$ cat src/rtl/sram_ctrl_pkg.sv
// Shared types for the two-requester SRAM controller.
package sram_ctrl_pkg;

  localparam int ADDR_W_DEF = 10;
  localparam int DATA_W_DEF = 16;

  typedef enum logic {
    ST_INIT = 1'b0,
    ST_RUN  = 1'b1
  } state_e;

  // Requester index: 0 or 1
  typedef logic req_id_t;

  // One stage of the read-response tag pipeline
  typedef struct packed {
    logic    valid;
    req_id_t id;
  } tag_t;

endpackage

$ cat src/rtl/sram_rr_controller_arb.sv
// 2-way round-robin arbiter. prio_q names the requester that wins a
// contended cycle; it only moves when a grant is actually taken.
module rr_arb2
  import sram_ctrl_pkg::*;
(
  input  logic       clock,
  input  logic       reset,
  input  logic [1:0] req,
  input  logic       advance,
  output logic [1:0] gnt
);

  req_id_t prio_q, prio_d;

  // Grant: a lone requester wins; on contention the prioritised one wins
  always_comb begin
    gnt = 2'b00;
    case (req)
      2'b01:   gnt = 2'b01;
      2'b10:   gnt = 2'b10;
      2'b11:   gnt = prio_q ? 2'b10 : 2'b01;
      default: gnt = 2'b00;
    endcase
  end

  // After a transfer the other requester gets priority
  always_comb begin
    prio_d = prio_q;
    if (advance) prio_d = !gnt[1];
  end

  // Pointer register, requester 0 first after reset
  always_ff @(posedge clock) begin
    if (reset) prio_q <= 1'b0;
    else       prio_q <= prio_d;
  end

endmodule

$ cat src/rtl/sram_rr_controller.sv
// Shares one single-port synchronous SRAM between two requesters:
// zero-fills the array after reset, then round-robin arbitrates and
// routes read data back to the requester that issued the read.
module sram_rr_controller
  import sram_ctrl_pkg::*;
#(
  parameter int ADDR_W  = ADDR_W_DEF,
  parameter int DATA_W  = DATA_W_DEF,
  parameter bit INIT_EN = 1'b1
) (
  input  logic              clock,
  input  logic              reset,
  input  logic [1:0]        req_valid,
  output logic [1:0]        req_ready,
  input  logic [1:0]        req_wr,
  input  logic [ADDR_W-1:0] req_addr0,
  input  logic [ADDR_W-1:0] req_addr1,
  input  logic [DATA_W-1:0] req_wdata0,
  input  logic [DATA_W-1:0] req_wdata1,
  output logic [1:0]        rsp_valid,
  output logic [DATA_W-1:0] rsp_data,
  output logic              init_done,
  output logic              mem_chip_en,
  output logic              mem_wr_en,
  output logic              mem_rd_en,
  output logic [ADDR_W-1:0] mem_addr,
  output logic [DATA_W-1:0] mem_wr_data,
  input  logic [DATA_W-1:0] mem_rd_data
);

  state_e            state_q, state_d;
  logic [ADDR_W-1:0] init_cnt_q, init_cnt_d;
  logic              init_done_q, init_done_d;
  logic              chip_en_q, chip_en_d;
  logic              wr_en_q, wr_en_d;
  logic              rd_en_q, rd_en_d;
  logic [ADDR_W-1:0] addr_q, addr_d;
  logic [DATA_W-1:0] wdata_q, wdata_d;
  tag_t [1:0]        tag_q, tag_d;
  logic [1:0]        rsp_valid_q, rsp_valid_d;
  logic [DATA_W-1:0] rsp_data_q, rsp_data_d;

  logic       run;
  logic [1:0] arb_req;
  logic [1:0] gnt;
  logic       xfer;
  req_id_t    gid;

  // Requests are only visible to the arbiter in RUN and out of reset,
  // so req_ready is zero during INIT and while reset is held.
  assign run     = (state_q == ST_RUN) && !reset;
  assign arb_req = req_valid & {2{run}};
  assign xfer    = |(req_valid & gnt);
  assign gid     = gnt[1];

  rr_arb2 u_arb (
    .clock   (clock),
    .reset   (reset),
    .req     (arb_req),
    .advance (xfer),
    .gnt     (gnt)
  );

  // Next-state: init sequencing, command register, read tag pipeline
  always_comb begin
    state_d     = state_q;
    init_cnt_d  = init_cnt_q;
    chip_en_d   = 1'b0;
    wr_en_d     = 1'b0;
    rd_en_d     = 1'b0;
    addr_d      = addr_q;
    wdata_d     = wdata_q;
    tag_d[0]    = '{valid: xfer && !req_wr[gid], id: gid};
    tag_d[1]    = tag_q[0];
    rsp_valid_d = 2'b00;
    rsp_data_d  = rsp_data_q;

    // Memory data for tag_q[1] is valid now; capture it with its owner
    if (tag_q[1].valid) begin
      rsp_valid_d[tag_q[1].id] = 1'b1;
      rsp_data_d               = mem_rd_data;
    end

    case (state_q)
      ST_INIT: begin
        chip_en_d  = 1'b1;
        wr_en_d    = 1'b1;
        addr_d     = init_cnt_q;
        wdata_d    = '0;
        init_cnt_d = init_cnt_q + 1'b1;
        if (init_cnt_q == '1) state_d = ST_RUN;
      end
      ST_RUN: begin
        if (xfer) begin
          chip_en_d = 1'b1;
          wr_en_d   = req_wr[gid];
          rd_en_d   = !req_wr[gid];
          addr_d    = gid ? req_addr1  : req_addr0;
          wdata_d   = gid ? req_wdata1 : req_wdata0;
        end
      end
      default: state_d = ST_RUN;
    endcase

    init_done_d = (state_d == ST_RUN);
  end

  // State registers; reset clears outputs and flushes in-flight reads
  always_ff @(posedge clock) begin
    if (reset) begin
      state_q     <= INIT_EN ? ST_INIT : ST_RUN;
      init_cnt_q  <= '0;
      init_done_q <= 1'b0;
      chip_en_q   <= 1'b0;
      wr_en_q     <= 1'b0;
      rd_en_q     <= 1'b0;
      addr_q      <= '0;
      wdata_q     <= '0;
      tag_q       <= '0;
      rsp_valid_q <= 2'b00;
      rsp_data_q  <= '0;
    end else begin
      state_q     <= state_d;
      init_cnt_q  <= init_cnt_d;
      init_done_q <= init_done_d;
      chip_en_q   <= chip_en_d;
      wr_en_q     <= wr_en_d;
      rd_en_q     <= rd_en_d;
      addr_q      <= addr_d;
      wdata_q     <= wdata_d;
      tag_q       <= tag_d;
      rsp_valid_q <= rsp_valid_d;
      rsp_data_q  <= rsp_data_d;
    end
  end

  assign req_ready   = gnt;
  assign rsp_valid   = rsp_valid_q;
  assign rsp_data    = rsp_data_q;
  assign init_done   = init_done_q;
  assign mem_chip_en = chip_en_q;
  assign mem_wr_en   = wr_en_q;
  assign mem_rd_en   = rd_en_q;
  assign mem_addr    = addr_q;
  assign mem_wr_data = wdata_q;

endmodule

$ cat config.mk
export PLATFORM = sky130hd
export DESIGN_NAME = sram_rr_controller
export DESIGN_NICKNAME = d
export VERILOG_FILES = /design/src/rtl/sram_ctrl_pkg.sv /design/src/rtl/sram_rr_controller_arb.sv /design/src/rtl/sram_rr_controller.sv
export SDC_FILE = /design/constraint.sdc
export NUM_CORES = 1
export LEC_CHECK = 0
export CAP_MARGIN = 40
export CORE_ASPECT_RATIO = 0.75
export CORE_MARGIN = 5
export CORE_UTILIZATION = 41
export CTS_BUF_LIST = sky130_fd_sc_hd__clkbuf_8 sky130_fd_sc_hd__clkbuf_16
export CTS_CLUSTER_DIAMETER = 120
export DETAILED_ROUTE_END_ITERATION = 6
export PLACE_DENSITY = 0.84
export SYNTH_ARGS = -nofsm -noshare
export SYNTH_HDL_FRONTEND = slang
export SYNTH_SLANG_ARGS = --single-unit
$ cat constraint.sdc
create_clock -name clock -period 2.6 [get_ports clock]
set_input_delay 0.78 -clock clock [delete_from_list [all_inputs] [get_ports clock]]
set_output_delay 0.78 -clock clock [all_outputs]
set_load 0.1 [all_outputs]
==> metrics.txt, run 1 <==
# TYPE chip_impl_metric gauge
chip_impl_metric{name="max-clock-path-buffers",unit=""} 2
chip_impl_metric{name="grt_remaining_overflow",unit=""} 0
chip_impl_metric{name="static_leakage",unit="nW"} 1.63
chip_impl_metric{name="seqPwrFrac",unit=""} 0.462
chip_impl_metric{name="power.share.switching",unit=""} 0.220
chip_impl_info{name="tritoncts_clock_tree",value="done"} 1
chip_impl_info{name="timing.critical_path.cells",value="dlygate4sd2_1 -> and2b_2 -> nor3_4 -> buf_12"} 1
chip_impl_metric{name="cts-buffers-inserted",unit=""} 9
chip_impl_metric{name="rrSetupSlack",unit="ns"} 0.90
chip_impl_info{name="hold-path-endpoint",value="rsp_valid[0]$_SDFF_PP0_"} 1
chip_impl_metric{name="grt_pass1_vias",unit=""} 2413
chip_impl_metric{name="fin_hold_ws",unit="ns"} 0.406
chip_impl_metric{name="firstDrtPassIters",unit=""} 7
chip_impl_metric{name="dpl_cell_area",unit="sq um"} 3840
chip_impl_metric{name="post_synth_xor_area_fraction",unit=""} 0.0134
chip_impl_metric{name="route.detailed.vias_per_inst",unit=""} 5.25
chip_impl_metric{name="dieHeight",unit="um"} 79.1
chip_impl_metric{name="postSynthAreaPerCell",unit="sq um"} 10.5
chip_impl_metric{name="coreArea",unit="sq um"} 6260
chip_impl_metric{name="fraction_of_the_mapped_netlist_area_in_adder_cells",unit=""} 0.00480
chip_impl_metric{name="ys_seq_area_frac",unit=""} 0.483
chip_impl_metric{name="portBuffers",unit=""} 123
chip_impl_info{name="reg2reg_to",value="mem_wr_data[12]$_SDFFE_PP0P_"} 1
chip_impl_metric{name="power_density",unit="nW/um^2"} 523
chip_impl_metric{name="worstPathRequired",unit="ns"} 1.82
chip_impl_metric{name="power.combinational.fraction",unit=""} 0.098
chip_impl_metric{name="core.rowCount",unit=""} 25
chip_impl_info{name="r2r-start",value="init_done$_SDFF_PP0_"} 1
chip_impl_info{name="cp-startpoint",value="req_valid[0]"} 1
chip_impl_metric{name="top_cell_type_s_share_of_synthesized_area",unit=""} 0.483
chip_impl_metric{name="antennaDiodeCount",unit=""} 0
chip_impl_metric{name="flow.area_growth_from_synthesis",unit="%"} 55.8
chip_impl_metric{name="ys_ff_latch",unit=""} 63
chip_impl_info{name="postSynth.topFlopCell",value="dfxtp_1"} 1
chip_impl_metric{name="synth-compound-area-share",unit=""} 0.161
chip_impl_metric{name="num_io_pins",unit=""} 124
chip_impl_info{name="main_combinational_cell_family_by_area_after_synthesis",value="simple AND/OR/NAND/NOR gates"} 1
chip_impl_info{name="setup_repair_after_global_routing_missed_its_margin",value="false"} 1
chip_impl_metric{name="grt_start_max_net_pins",unit=""} 44
chip_impl_metric{name="post_route_cells_drive_above_1_share",unit=""} 0.234
chip_impl_info{name="synth_top_cell_by_area",value="dfxtp_1"} 1
chip_impl_metric{name="finalNonFillerCells",unit=""} 462
chip_impl_metric{name="place_congestion",unit=""} 0.718
chip_impl_metric{name="timing.max_slew.rel_slack",unit=""} 0.561
chip_impl_info{name="hold_start",value="tag_q[2]$_SDFF_PP0_"} 1
chip_impl_metric{name="setup_viol_count_final",unit=""} 0
chip_impl_metric{name="netSwitchingPower",unit="mW"} 0.468
chip_impl_metric{name="initial_utilization",unit=""} 0.417
chip_impl_metric{name="multi_input_gate_area_in_the_final_layout",unit="sq um"} 1240
chip_impl_metric{name="hold_depth",unit=""} 1
chip_impl_metric{name="cts.reportedPaths.clkPinSlew",unit="ns"} 0.06
chip_impl_metric{name="worst_path_largest_cell_delay",unit="ns"} 0.27
chip_impl_metric{name="tightestPinTransition",unit="ns"} 0.656
chip_impl_metric{name="final_nets",unit=""} 451
chip_impl_metric{name="grt_use_total",unit=""} 0.186
chip_impl_metric{name="first_iter_violations",unit=""} 117
chip_impl_metric{name="synth.cell_area",unit="sq um"} 2610
chip_impl_metric{name="ys_async_sr_fraction",unit=""} 0
chip_impl_metric{name="critical_path_arrival",unit="ns"} 1.67
chip_impl_metric{name="total_of_hold_buffers_inserted_after_clock_tree_synthesis",unit=""} 0
chip_impl_metric{name="worst_case_setup_margin_in_the_final_layout",unit="ns"} 0.155
chip_impl_info{name="critical_path_class",value="in -> out"} 1
chip_impl_metric{name="via_count",unit=""} 2424
chip_impl_info{name="run_status",value="complete, no violations"} 1
chip_impl_metric{name="max_rail_drop_vdd",unit="mV"} 0.317
chip_impl_metric{name="die-area",unit="sq um"} 8070
chip_impl_metric{name="synth_edf_count",unit=""} 0
chip_impl_metric{name="yosysWarnings",unit=""} 0
chip_impl_metric{name="dp_slack",unit="ns"} -0.0591
chip_impl_metric{name="synth_fp_nets",unit=""} 323
chip_impl_metric{name="hold_viol",unit=""} 0
chip_impl_metric{name="synth-simple-area-share",unit=""} 0.230
chip_impl_metric{name="cts_htree_levels",unit=""} 3
chip_impl_metric{name="hpwl",unit="um"} 5500
chip_impl_metric{name="drt_drc_violations_left",unit=""} 0
chip_impl_metric{name="slew_viol_final",unit=""} 0
chip_impl_metric{name="max_cap_violations",unit=""} 0
chip_impl_info{name="cp-end-kind",value="output pin"} 1
chip_impl_metric{name="clkPwrFrac",unit=""} 0.441
chip_impl_metric{name="route.final.wire_length",unit="um"} 7380
chip_impl_metric{name="die_w",unit="um"} 102
chip_impl_metric{name="area.sequential",unit="sq um"} 1260
chip_impl_metric{name="dp_cells",unit=""} 446
chip_impl_metric{name="syn-instance-count",unit=""} 248
chip_impl_metric{name="cts_sinks",unit=""} 63
chip_impl_metric{name="crit_fanout",unit=""} 4
chip_impl_metric{name="p_int",unit="mW"} 1.66
chip_impl_metric{name="final.setup.tns",unit="ns"} 0
chip_impl_metric{name="final.min_clock_period",unit="ns"} 2.45
chip_impl_metric{name="clock.fmax",unit="GHz"} 0.409
chip_impl_info{name="cpMaxStageDelayCell",value="dlygate4sd2_1"} 1
chip_impl_info{name="clock-root-buffer",value="clkbuf_8"} 1
chip_impl_metric{name="finalCritPeriodShare",unit=""} 0.941
chip_impl_info{name="post_synth_main_area_contributors",value="dfxtp_1, a221o_1, mux2i_1, and2_1, nor2_1"} 1
chip_impl_metric{name="final_cell_area",unit="sq um"} 4070
chip_impl_metric{name="grt_antenna_before_repair",unit=""} 0
chip_impl_metric{name="synth_cell_types",unit=""} 47
chip_impl_info{name="worstSetupStartpointType",value="input pin"} 1
chip_impl_metric{name="clk-insertion-delay-late",unit="ns"} 0.34
chip_impl_metric{name="num-fill-cells",unit=""} 530
chip_impl_metric{name="synth.mux.area_fraction",unit=""} 0.0652
chip_impl_metric{name="detail-route-antenna-nets",unit=""} 0
chip_impl_metric{name="drt-wirelength-per-cell",unit="um"} 16.0
chip_impl_metric{name="worst-r2r-cell-count",unit=""} 4
chip_impl_metric{name="grt_first_pass_wirelength",unit="um"} 11800
chip_impl_info{name="timing.hold.worst.class",value="reg -> reg"} 1
chip_impl_metric{name="clock_skew",unit="ns"} 0.0112
[worst max-delay path by stage]
stage | slack (ns) | cells after the start | end
2_1_floorplan | 0.01 | 4 | req_ready[0]
3_3_place_gp | -0.05 | 4 | req_ready[0]
3_5_place_dp | -0.06 | 4 | req_ready[0]
4_1_cts | 0.15 | 4 | req_ready[1]
5_1_grt | 0.12 | 4 | req_ready[1]
6_report | 0.15 | 4 | req_ready[1]
[sequential cells by signal, summed over array words and instances, names as in the netlist]
signal / count
u_arb.prio_q: 1
tag_q: 2
init_done: 1
rsp_data: 16
rsp_valid: 2
mem_wr_data: 16
mem_rd_en: 1
init_cnt_q: 10
mem_addr: 10
tag_d: 2
mem_wr_en: 1
mem_chip_en: 1
[critical path: cells and delay by family]
| family | cells | cell delay, ns |
|---|---|---|
| AND/OR/NAND/NOR | 2 | 0.40 |
| buffers and inverters | 2 | 0.48 |
[power groups by stage]
stage	clock network (mW)	logic (mW)	registers, mW
2_1_floorplan	0	0.0401	1.03
3_3_place_gp	0	0.203	1.00
3_5_place_dp	0	0.208	1.00
4_1_cts	0.958	0.208	0.982
5_1_grt	1.01	0.220	0.982
6_report	0.938	0.208	0.982
[cells in the final DEF (no fill, tap or decap), types with 3 or more instances in the layout]
cell / netlist / layout
and2_1: 16 / 16
a221o_1: 25 / 25
nand2b_1: 8 / 8
nor3_1: 3 / 3
nand2_1: 4 / 4
buf_4: 3 / 58
nand3_1: 4 / 4
clkbuf_8: 0 / 10
mux2i_1: 17 / 17
xor2_1: 3 / 3
buf_12: 0 / 3
dfxtp_1: 63 / 62
nand4bb_1: 6 / 6
a21oi_1: 16 / 16
nor2b_1: 3 / 3
o21ai_0: 3 / 3
clkdlybuf4s50_1: 0 / 70
nor2_1: 25 / 25
or4bb_1: 3 / 3
[cell type report]
class	instances	share of cell area
tap	81	0.0249
clock inverter	6	0.0209
sequential	63	0.311
clock buffer	10	0.0339
inverter	2	0.00185
multi-input combinational	165	0.304
timing repair buffer	135	0.303
[routing by layer]
metal | global-route usage | wire [um]
met1 | 0.240 | 3190
met2 | 0.285 | 3330
met3 | 0.0781 | 719
met4 | 0.0537 | 135
met5 | 0 | 0
[kinds of logic after synthesis]
| kind of cell | after synthesis |
|---|---|
| fa+ha+maj | 1 |
| flops | 63 |
| mux | 17 |
| xor+xnor | 4 |
| buf+inv | 20 |
| simple gates | 90 |
| compound gates | 53 |
[cell usage after synthesis, drive strengths merged (3+ instances only)]
master / count
nand4bb: 6
o21ai: 3
or3: 3
nor2b: 3
and2: 16
nor3: 4
mux2i: 17
nor2: 26
a221o: 25
nand2: 4
buf: 15
nand3: 4
nand2b: 9
or4bb: 3
a21oi: 16
xor2: 3
clkbuf: 3
dfxtp: 63
[per-stage QoR]
stage | util | power, mW
final | 0.650 | 2.13
after global routing | 0.650 | 2.22
after CTS | 0.650 | 2.15
after detailed placement | 0.615 | 1.21
after global placement | 0.612 | 1.21
after floorplan | - | 1.07
[timing repair]
action	4_1_cts	5_1_grt
endpoints found under the setup margin	2	0
buffers inserted	0	0
gates resized for setup	2	0
(Power assumes the default switching activity.)
==> run 2: changes to the inputs <==
--- a/config.mk
+++ b/config.mk
@@ -10,3 +10,3 @@
 export CORE_MARGIN = 5
-export CORE_UTILIZATION = 41
+export CORE_UTILIZATION = 44
 export CTS_BUF_LIST = sky130_fd_sc_hd__clkbuf_8 sky130_fd_sc_hd__clkbuf_16
@@ -14,3 +14,3 @@
 export DETAILED_ROUTE_END_ITERATION = 6
-export PLACE_DENSITY = 0.84
+export PLACE_DENSITY = 0.89
 export SYNTH_ARGS = -nofsm -noshare
==> constraint.sdc (replaced) <==
create_clock -name clock -period 3.02 [get_ports clock]
set_input_delay 0.604 -clock clock [delete_from_list [all_inputs] [get_ports clock]]
set_output_delay 0.604 -clock clock [all_outputs]
set_load 0.1 [all_outputs]
==> run 2 against run 1 <==
  * Non-clock buffer count shrank 5
  * Core utilization grew 3.7 points
  * Critical path depth is the same
  * Power shrank 21%
  * Combinational power shrank 16%
  * Via count shrank 1.5%
  * Cell count shrank 1.7%
==> metrics.txt, run 2 (same netlist as run 1, synthesis figures left out) <==
# TYPE chip_impl_metric gauge
chip_impl_info{name="run_status",value="complete, no violations"} 1
chip_impl_metric{name="cts-buffers-inserted",unit=""} 9
chip_impl_metric{name="portBuffers",unit=""} 123
chip_impl_metric{name="final_cell_area",unit="sq um"} 3980
chip_impl_metric{name="detail-route-antenna-nets",unit=""} 0
chip_impl_metric{name="place_congestion",unit=""} 0.850
chip_impl_metric{name="drt_drc_violations_left",unit=""} 0
chip_impl_metric{name="via_count",unit=""} 2387
chip_impl_metric{name="post_route_cells_drive_above_1_share",unit=""} 0.218
chip_impl_metric{name="total_of_hold_buffers_inserted_after_clock_tree_synthesis",unit=""} 0
chip_impl_info{name="tritoncts_clock_tree",value="done"} 1
chip_impl_info{name="hold-path-endpoint",value="rsp_valid[0]$_SDFF_PP0_"} 1
chip_impl_metric{name="hold_depth",unit=""} 1
chip_impl_metric{name="grt_use_total",unit=""} 0.198
chip_impl_metric{name="route.final.wire_length",unit="um"} 7560
chip_impl_metric{name="grt_antenna_before_repair",unit=""} 0
chip_impl_metric{name="slew_viol_final",unit=""} 0
chip_impl_info{name="hold_start",value="tag_q[2]$_SDFF_PP0_"} 1
chip_impl_metric{name="final.min_clock_period",unit="ns"} 2.43
chip_impl_metric{name="final.setup.tns",unit="ns"} 0
chip_impl_metric{name="dieHeight",unit="um"} 76.7
chip_impl_metric{name="post_cts.repair.setup_buffers",unit=""} 0
chip_impl_metric{name="rrSetupSlack",unit="ns"} 1.15
chip_impl_metric{name="crit_fanout",unit=""} 8
chip_impl_info{name="worstSetupStartpointType",value="input pin"} 1
chip_impl_metric{name="num_io_pins",unit=""} 124
chip_impl_metric{name="hold_viol",unit=""} 0
chip_impl_info{name="layout_common_cells",value="clkdlybuf4s50_1, dfxtp_1, buf_4"} 1
chip_impl_metric{name="cts_htree_levels",unit=""} 3
chip_impl_metric{name="dp_slack",unit="ns"} 0.511
chip_impl_metric{name="clk-insertion-delay-late",unit="ns"} 0.34
chip_impl_metric{name="initial_utilization",unit=""} 0.450
chip_impl_metric{name="clock.fmax",unit="GHz"} 0.411
chip_impl_metric{name="worst-r2r-cell-count",unit=""} 4
chip_impl_metric{name="cts_sinks",unit=""} 63
chip_impl_info{name="critical_path_class",value="in -> out"} 1
chip_impl_metric{name="die_w",unit="um"} 98.9
chip_impl_metric{name="max_cap_violations",unit=""} 0
chip_impl_metric{name="grt_start_max_net_pins",unit=""} 43
chip_impl_metric{name="grt_first_pass_wirelength",unit="um"} 12100
chip_impl_metric{name="post_cts_resize_count",unit=""} 0
chip_impl_metric{name="firstDrtPassIters",unit=""} 4
chip_impl_metric{name="power_density",unit="nW/um^2"} 424
chip_impl_metric{name="core.rowCount",unit=""} 24
chip_impl_metric{name="total_power",unit="mW"} 1.69
chip_impl_metric{name="antennaDiodeCount",unit=""} 0
chip_impl_info{name="reg2reg_to",value="mem_wr_data[5]$_SDFFE_PP0P_"} 1
chip_impl_metric{name="grt_remaining_overflow",unit=""} 0
chip_impl_metric{name="route.detailed.vias_per_inst",unit=""} 5.26
chip_impl_metric{name="finalNonFillerCells",unit=""} 454
chip_impl_metric{name="tightestPinTransition",unit="ns"} 0.835
chip_impl_metric{name="worst_case_setup_margin_in_the_final_layout",unit="ns"} 0.586
chip_impl_metric{name="timing.max_slew.rel_slack",unit=""} 0.441
chip_impl_metric{name="max_rail_drop_vdd",unit="mV"} 0.202
chip_impl_info{name="clock-root-buffer",value="clkbuf_8"} 1
chip_impl_metric{name="hpwl",unit="um"} 5550
chip_impl_metric{name="coreArea",unit="sq um"} 5800
chip_impl_metric{name="drt-wirelength-per-cell",unit="um"} 16.6
chip_impl_info{name="cp-end-kind",value="output pin"} 1
chip_impl_metric{name="cts.reportedPaths.clkPinSlew",unit="ns"} 0.07
chip_impl_info{name="timing.hold.worst.class",value="reg -> reg"} 1
chip_impl_metric{name="worstPathRequired",unit="ns"} 2.42
chip_impl_metric{name="flow.area_growth_from_synthesis",unit="%"} 52.6
chip_impl_info{name="setup_repair_after_global_routing_missed_its_margin",value="false"} 1
chip_impl_metric{name="max-clock-path-buffers",unit=""} 2
chip_impl_metric{name="dp_cells",unit=""} 438
chip_impl_metric{name="static_leakage",unit="nW"} 1.58
chip_impl_metric{name="setup_viol_count_final",unit=""} 0
chip_impl_metric{name="first_iter_violations",unit=""} 207
chip_impl_metric{name="grt_pass1_vias",unit=""} 2371
chip_impl_metric{name="critical_path_arrival",unit="ns"} 1.83
chip_impl_metric{name="die-area",unit="sq um"} 7580
chip_impl_info{name="layout_commonest_cell",value="clkdlybuf4s50_1"} 1
chip_impl_metric{name="dpl_cell_area",unit="sq um"} 3790
chip_impl_info{name="r2r-start",value="init_done$_SDFF_PP0_"} 1
chip_impl_metric{name="final_nets",unit=""} 446
chip_impl_metric{name="finalCritPeriodShare",unit=""} 0.806
chip_impl_metric{name="clock_skew",unit="ns"} 0.00828
==> run 2: cell count changes in the layout (fill, tap and decap cells not counted) <==
cell	delta
buf_4	-4
clkdlybuf4s50_1	+3
bufinv_16	-2
dlygate4sd2_1	-2
buf_12	-1
buf_2	-1
clkbuf_8	+1
clkinv_4	+1
dfxtp_1	+1
dfxtp_2	-1
==> run 2: area by class of cell <==
| type | count | area [sq um] |
|---|---|---|
| Clock buffer | 11 | 151 |
| Tap cell | 78 | 97.6 |
| Timing Repair Buffer | 130 | 1190 |
| Sequential cell | 63 | 1260 |
| Clock inverter | 5 | 33.8 |
| Fill cell | 450 | 1820 |
| Multi-Input combinational cell | 165 | 1240 |
| Inverter | 2 | 7.51 |
==> run 2: how the worst max path moves through the flow <==
stage	start	end	slack, ns	cells past startpoint
2_1_floorplan	init_done$_SDFF_PP0_	req_ready[1]	0.40	4
3_3_place_gp	req_valid[0]	req_ready[0]	0.63	4
3_5_place_dp	req_valid[0]	mem_wr_data[5]$_SDFFE_PP0P_	0.51	5
4_1_cts	req_valid[0]	req_ready[1]	0.59	4
5_1_grt	req_valid[0]	req_ready[1]	0.50	4
6_report	req_valid[0]	req_ready[0]	0.59	4
==> run 2: metrics by stage <==
step | hold slack (ns) | utilization
final | 0.429 | 0.687
after global routing | 0.458 | 0.687
after CTS | 0.432 | 0.687
after detailed placement | 0.421 | 0.655
after global placement | 0.410 | 0.652
after floorplan | 0.389 | -
==> run 2: critical path: stages <==
cell,delay [ns]
clkdlybuf4s50_1,0.60
a21bo_2,0.29
nor2_4,0.14
buf_12,0.19
==> run 2: report_power, final <==
group | leakage, nW | internal [mW] | switching, mW
Clock | 0.0967 | 0.341 | 0.329
Combinational | 0.974 | 0.104 | 0.0702
Sequential | 0.509 | 0.837 | 0.00783
==> run 2: routing by layer <==
| metal | global-route usage | wire (um) | part of all wire | vias up |
|---|---|---|---|---|
| met5 | 0 | 0 | 0 | - |
| met4 | 0.0791 | 130 | 0.017 | 0 |
| met3 | 0.0734 | 675 | 0.089 | 15 |
| met2 | 0.298 | 3350 | 0.44 | 113 |
| met1 | 0.257 | 3400 | 0.45 | 1098 |
| li1 | - | - | - | 1161 |
==> run 3: changes to the inputs <==
Settings changed: CORE_UTILIZATION 44 to 41, PLACE_DENSITY 0.89 to 0.84.
Clock period 3.02 ns to 2.55 ns, I/O delays scaled along.
==> run 3 against run 2 <==
  * Critical path type unchanged
  * Sequential cell count stayed put
  * Sequential share of layout area is 0.28 points lower
  * Register-to-register slack worse by 0.30 ns
  * Clock-buffer cell count is 2 lower
  * Global-route usage is 1.8 points lower
  * Cell area is 0.88% higher
  * Clock skew is 0.0034 ns lower
  * Via count is 1.0% higher
==> metrics.txt, run 3 (same netlist as run 1, synthesis figures left out) <==
# TYPE chip_impl_metric gauge
chip_impl_metric{name="via_count",unit=""} 2412
chip_impl_metric{name="max-clock-path-buffers",unit=""} 2
chip_impl_metric{name="first_iter_violations",unit=""} 123
chip_impl_metric{name="netSwitchingPower",unit="mW"} 0.473
chip_impl_metric{name="max_cap_violations",unit=""} 0
chip_impl_metric{name="grt_pass1_vias",unit=""} 2360
chip_impl_metric{name="static_leakage",unit="nW"} 1.59
chip_impl_metric{name="drt_drc_violations_left",unit=""} 0
chip_impl_metric{name="grt_remaining_overflow",unit=""} 0
chip_impl_metric{name="post_cts.repair.setup_buffers",unit=""} 0
chip_impl_metric{name="worst-r2r-cell-count",unit=""} 4
chip_impl_metric{name="final_nets",unit=""} 448
chip_impl_metric{name="die_w",unit="um"} 102
chip_impl_info{name="cp-startpoint",value="req_valid[0]"} 1
chip_impl_metric{name="final.setup.tns",unit="ns"} 0
chip_impl_metric{name="die-area",unit="sq um"} 8070
chip_impl_metric{name="clk-insertion-delay-late",unit="ns"} 0.34
chip_impl_metric{name="hold_viol",unit=""} 0
chip_impl_metric{name="antennaDiodeCount",unit=""} 0
chip_impl_metric{name="setup_viol_count_final",unit=""} 0
chip_impl_metric{name="place_congestion",unit=""} 0.803
chip_impl_metric{name="initial_utilization",unit=""} 0.417
chip_impl_info{name="layout_common_cells",value="clkdlybuf4s50_1, dfxtp_1, buf_4"} 1
chip_impl_metric{name="clkPwrFrac",unit=""} 0.406
chip_impl_metric{name="hold_depth",unit=""} 1
chip_impl_metric{name="grt_antenna_before_repair",unit=""} 0
chip_impl_metric{name="post_cts_resize_count",unit=""} 0
chip_impl_metric{name="detail-route-antenna-nets",unit=""} 0
chip_impl_info{name="cp-end-kind",value="output pin"} 1
chip_impl_metric{name="core.rowCount",unit=""} 25
chip_impl_metric{name="critical_path_arrival",unit="ns"} 1.65
chip_impl_info{name="run_status",value="complete, no violations"} 1
chip_impl_info{name="hold-path-endpoint",value="rsp_valid[0]$_SDFF_PP0_"} 1
chip_impl_metric{name="post_route_cells_drive_above_1_share",unit=""} 0.222
chip_impl_info{name="r2r-start",value="init_done$_SDFF_PP0_"} 1
chip_impl_metric{name="drt-wirelength-per-cell",unit="um"} 15.8
chip_impl_metric{name="rrSetupSlack",unit="ns"} 0.85
chip_impl_metric{name="final_cell_area",unit="sq um"} 4020
chip_impl_metric{name="crit_fanout",unit=""} 4
chip_impl_metric{name="power_density",unit="nW/um^2"} 506
chip_impl_metric{name="coreArea",unit="sq um"} 6260
chip_impl_metric{name="power.combinational.fraction",unit=""} 0.102
chip_impl_metric{name="total_of_hold_buffers_inserted_after_clock_tree_synthesis",unit=""} 0
chip_impl_metric{name="worstPathRequired",unit="ns"} 2.04
chip_impl_metric{name="portBuffers",unit=""} 123
chip_impl_info{name="reg2reg_to",value="mem_addr[0]$_SDFFE_PP0P_"} 1
chip_impl_info{name="worstSetupStartpointType",value="input pin"} 1
chip_impl_metric{name="grt_use_total",unit=""} 0.181
chip_impl_metric{name="route.detailed.vias_per_inst",unit=""} 5.25
chip_impl_metric{name="firstDrtPassIters",unit=""} 4
chip_impl_metric{name="num-fill-cells",unit=""} 525
chip_impl_metric{name="flow.area_growth_from_synthesis",unit="%"} 53.9
chip_impl_info{name="hold_start",value="tag_q[2]$_SDFF_PP0_"} 1
chip_impl_metric{name="grt_start_max_net_pins",unit=""} 43
chip_impl_info{name="clock-root-buffer",value="clkbuf_8"} 1
chip_impl_metric{name="num_io_pins",unit=""} 124
chip_impl_info{name="tritoncts_clock_tree",value="done"} 1
chip_impl_metric{name="clock.fmax",unit="GHz"} 0.463
chip_impl_metric{name="seqPwrFrac",unit=""} 0.492
chip_impl_metric{name="dpl_cell_area",unit="sq um"} 3830
chip_impl_metric{name="slew_viol_final",unit=""} 0
chip_impl_metric{name="finalCritPeriodShare",unit=""} 0.847
chip_impl_metric{name="p_int",unit="mW"} 1.56
chip_impl_metric{name="cts-buffers-inserted",unit=""} 9
chip_impl_metric{name="final.min_clock_period",unit="ns"} 2.16
chip_impl_metric{name="power.share.switching",unit=""} 0.232
chip_impl_metric{name="cts_htree_levels",unit=""} 3
chip_impl_info{name="layout_commonest_cell",value="clkdlybuf4s50_1"} 1
chip_impl_info{name="timing.hold.worst.class",value="reg -> reg"} 1
chip_impl_metric{name="max_rail_drop_vdd",unit="mV"} 0.347
chip_impl_metric{name="cts_sinks",unit=""} 63
chip_impl_metric{name="tightestPinTransition",unit="ns"} 0.732
chip_impl_metric{name="timing.max_slew.rel_slack",unit=""} 0.510
chip_impl_info{name="critical_path_class",value="in -> out"} 1
chip_impl_metric{name="cts.reportedPaths.clkPinSlew",unit="ns"} 0.07
chip_impl_metric{name="route.final.wire_length",unit="um"} 7260
chip_impl_metric{name="clock_skew",unit="ns"} 0.00487
chip_impl_metric{name="grt_first_pass_wirelength",unit="um"} 11400
chip_impl_metric{name="dieHeight",unit="um"} 79.1
chip_impl_metric{name="hpwl",unit="um"} 5540
chip_impl_info{name="setup_repair_after_global_routing_missed_its_margin",value="false"} 1
## run 3: changes by cell type in the layout (fill, tap and decap cells not counted), sizes merged
cell	before	now
clkbuf	11	9
bufinv	0	1
clkinv	3	4
buf	57	59
## run 3: per-stage QoR
stage,util,setup WS [ns],instances,hold slack (ns),total power [mW]
floorplan,-,0.0261,248,0.389,1.09
global placement,0.609,0.374,442,0.401,1.23
detailed placement,0.612,0.297,443,0.404,1.23
CTS,0.642,0.380,459,0.415,2.05
global route,0.642,0.348,459,0.440,2.12
finish,0.642,0.391,459,0.411,2.03
## run 3: how the worst max path moves through the flow
stage	slack [ns]	endpoint	cells after the start
final	0.39	req_ready[0]	4
after global routing	0.35	req_ready[1]	4
after CTS	0.38	req_ready[0]	4
after detailed placement	0.30	mem_wr_data[9]$_SDFFE_PP0P_	5
after global placement	0.37	mem_wr_data[2]$_SDFFE_PP0P_	5
after floorplan	0.03	req_ready[1]	4
## run 3: power by group through the flow
stage	Combinational [mW]	Sequential [mW]	Clock, mW
3_3_place_gp	0.204	1.02	0
3_5_place_dp	0.208	1.02	0
5_1_grt	0.220	1.00	0.899
4_1_cts	0.209	1.00	0.845
2_1_floorplan	0.0408	1.05	0
6_report	0.207	1.00	0.825
## run 3: final cells by class
cell class              count  area, sq um  share of cell area
flip-flops and latches     63         1260               0.314
multi-input cells         165         1240               0.308
repair buffers            132         1220               0.304
clock buffers               9          124              0.0309
well taps                  81          101              0.0252
clock inverters             7         65.1              0.0162
inverters                   2         7.51             0.00187
## run 3: worst max-delay path: stages
cell             delay [ns]
clkdlybuf4s50_1        0.52
a21bo_2                0.28
nor2_4                 0.14
buf_12                 0.19
## run 3: layer usage
layer / part of all wire / routed length, um / track usage
met3: 0.11 / 771 / 0.0808
met1: 0.41 / 2990 / 0.225
met5: 0 / 0 / 0
met2: 0.47 / 3410 / 0.279
met4: 0.012 / 85 / 0.0590
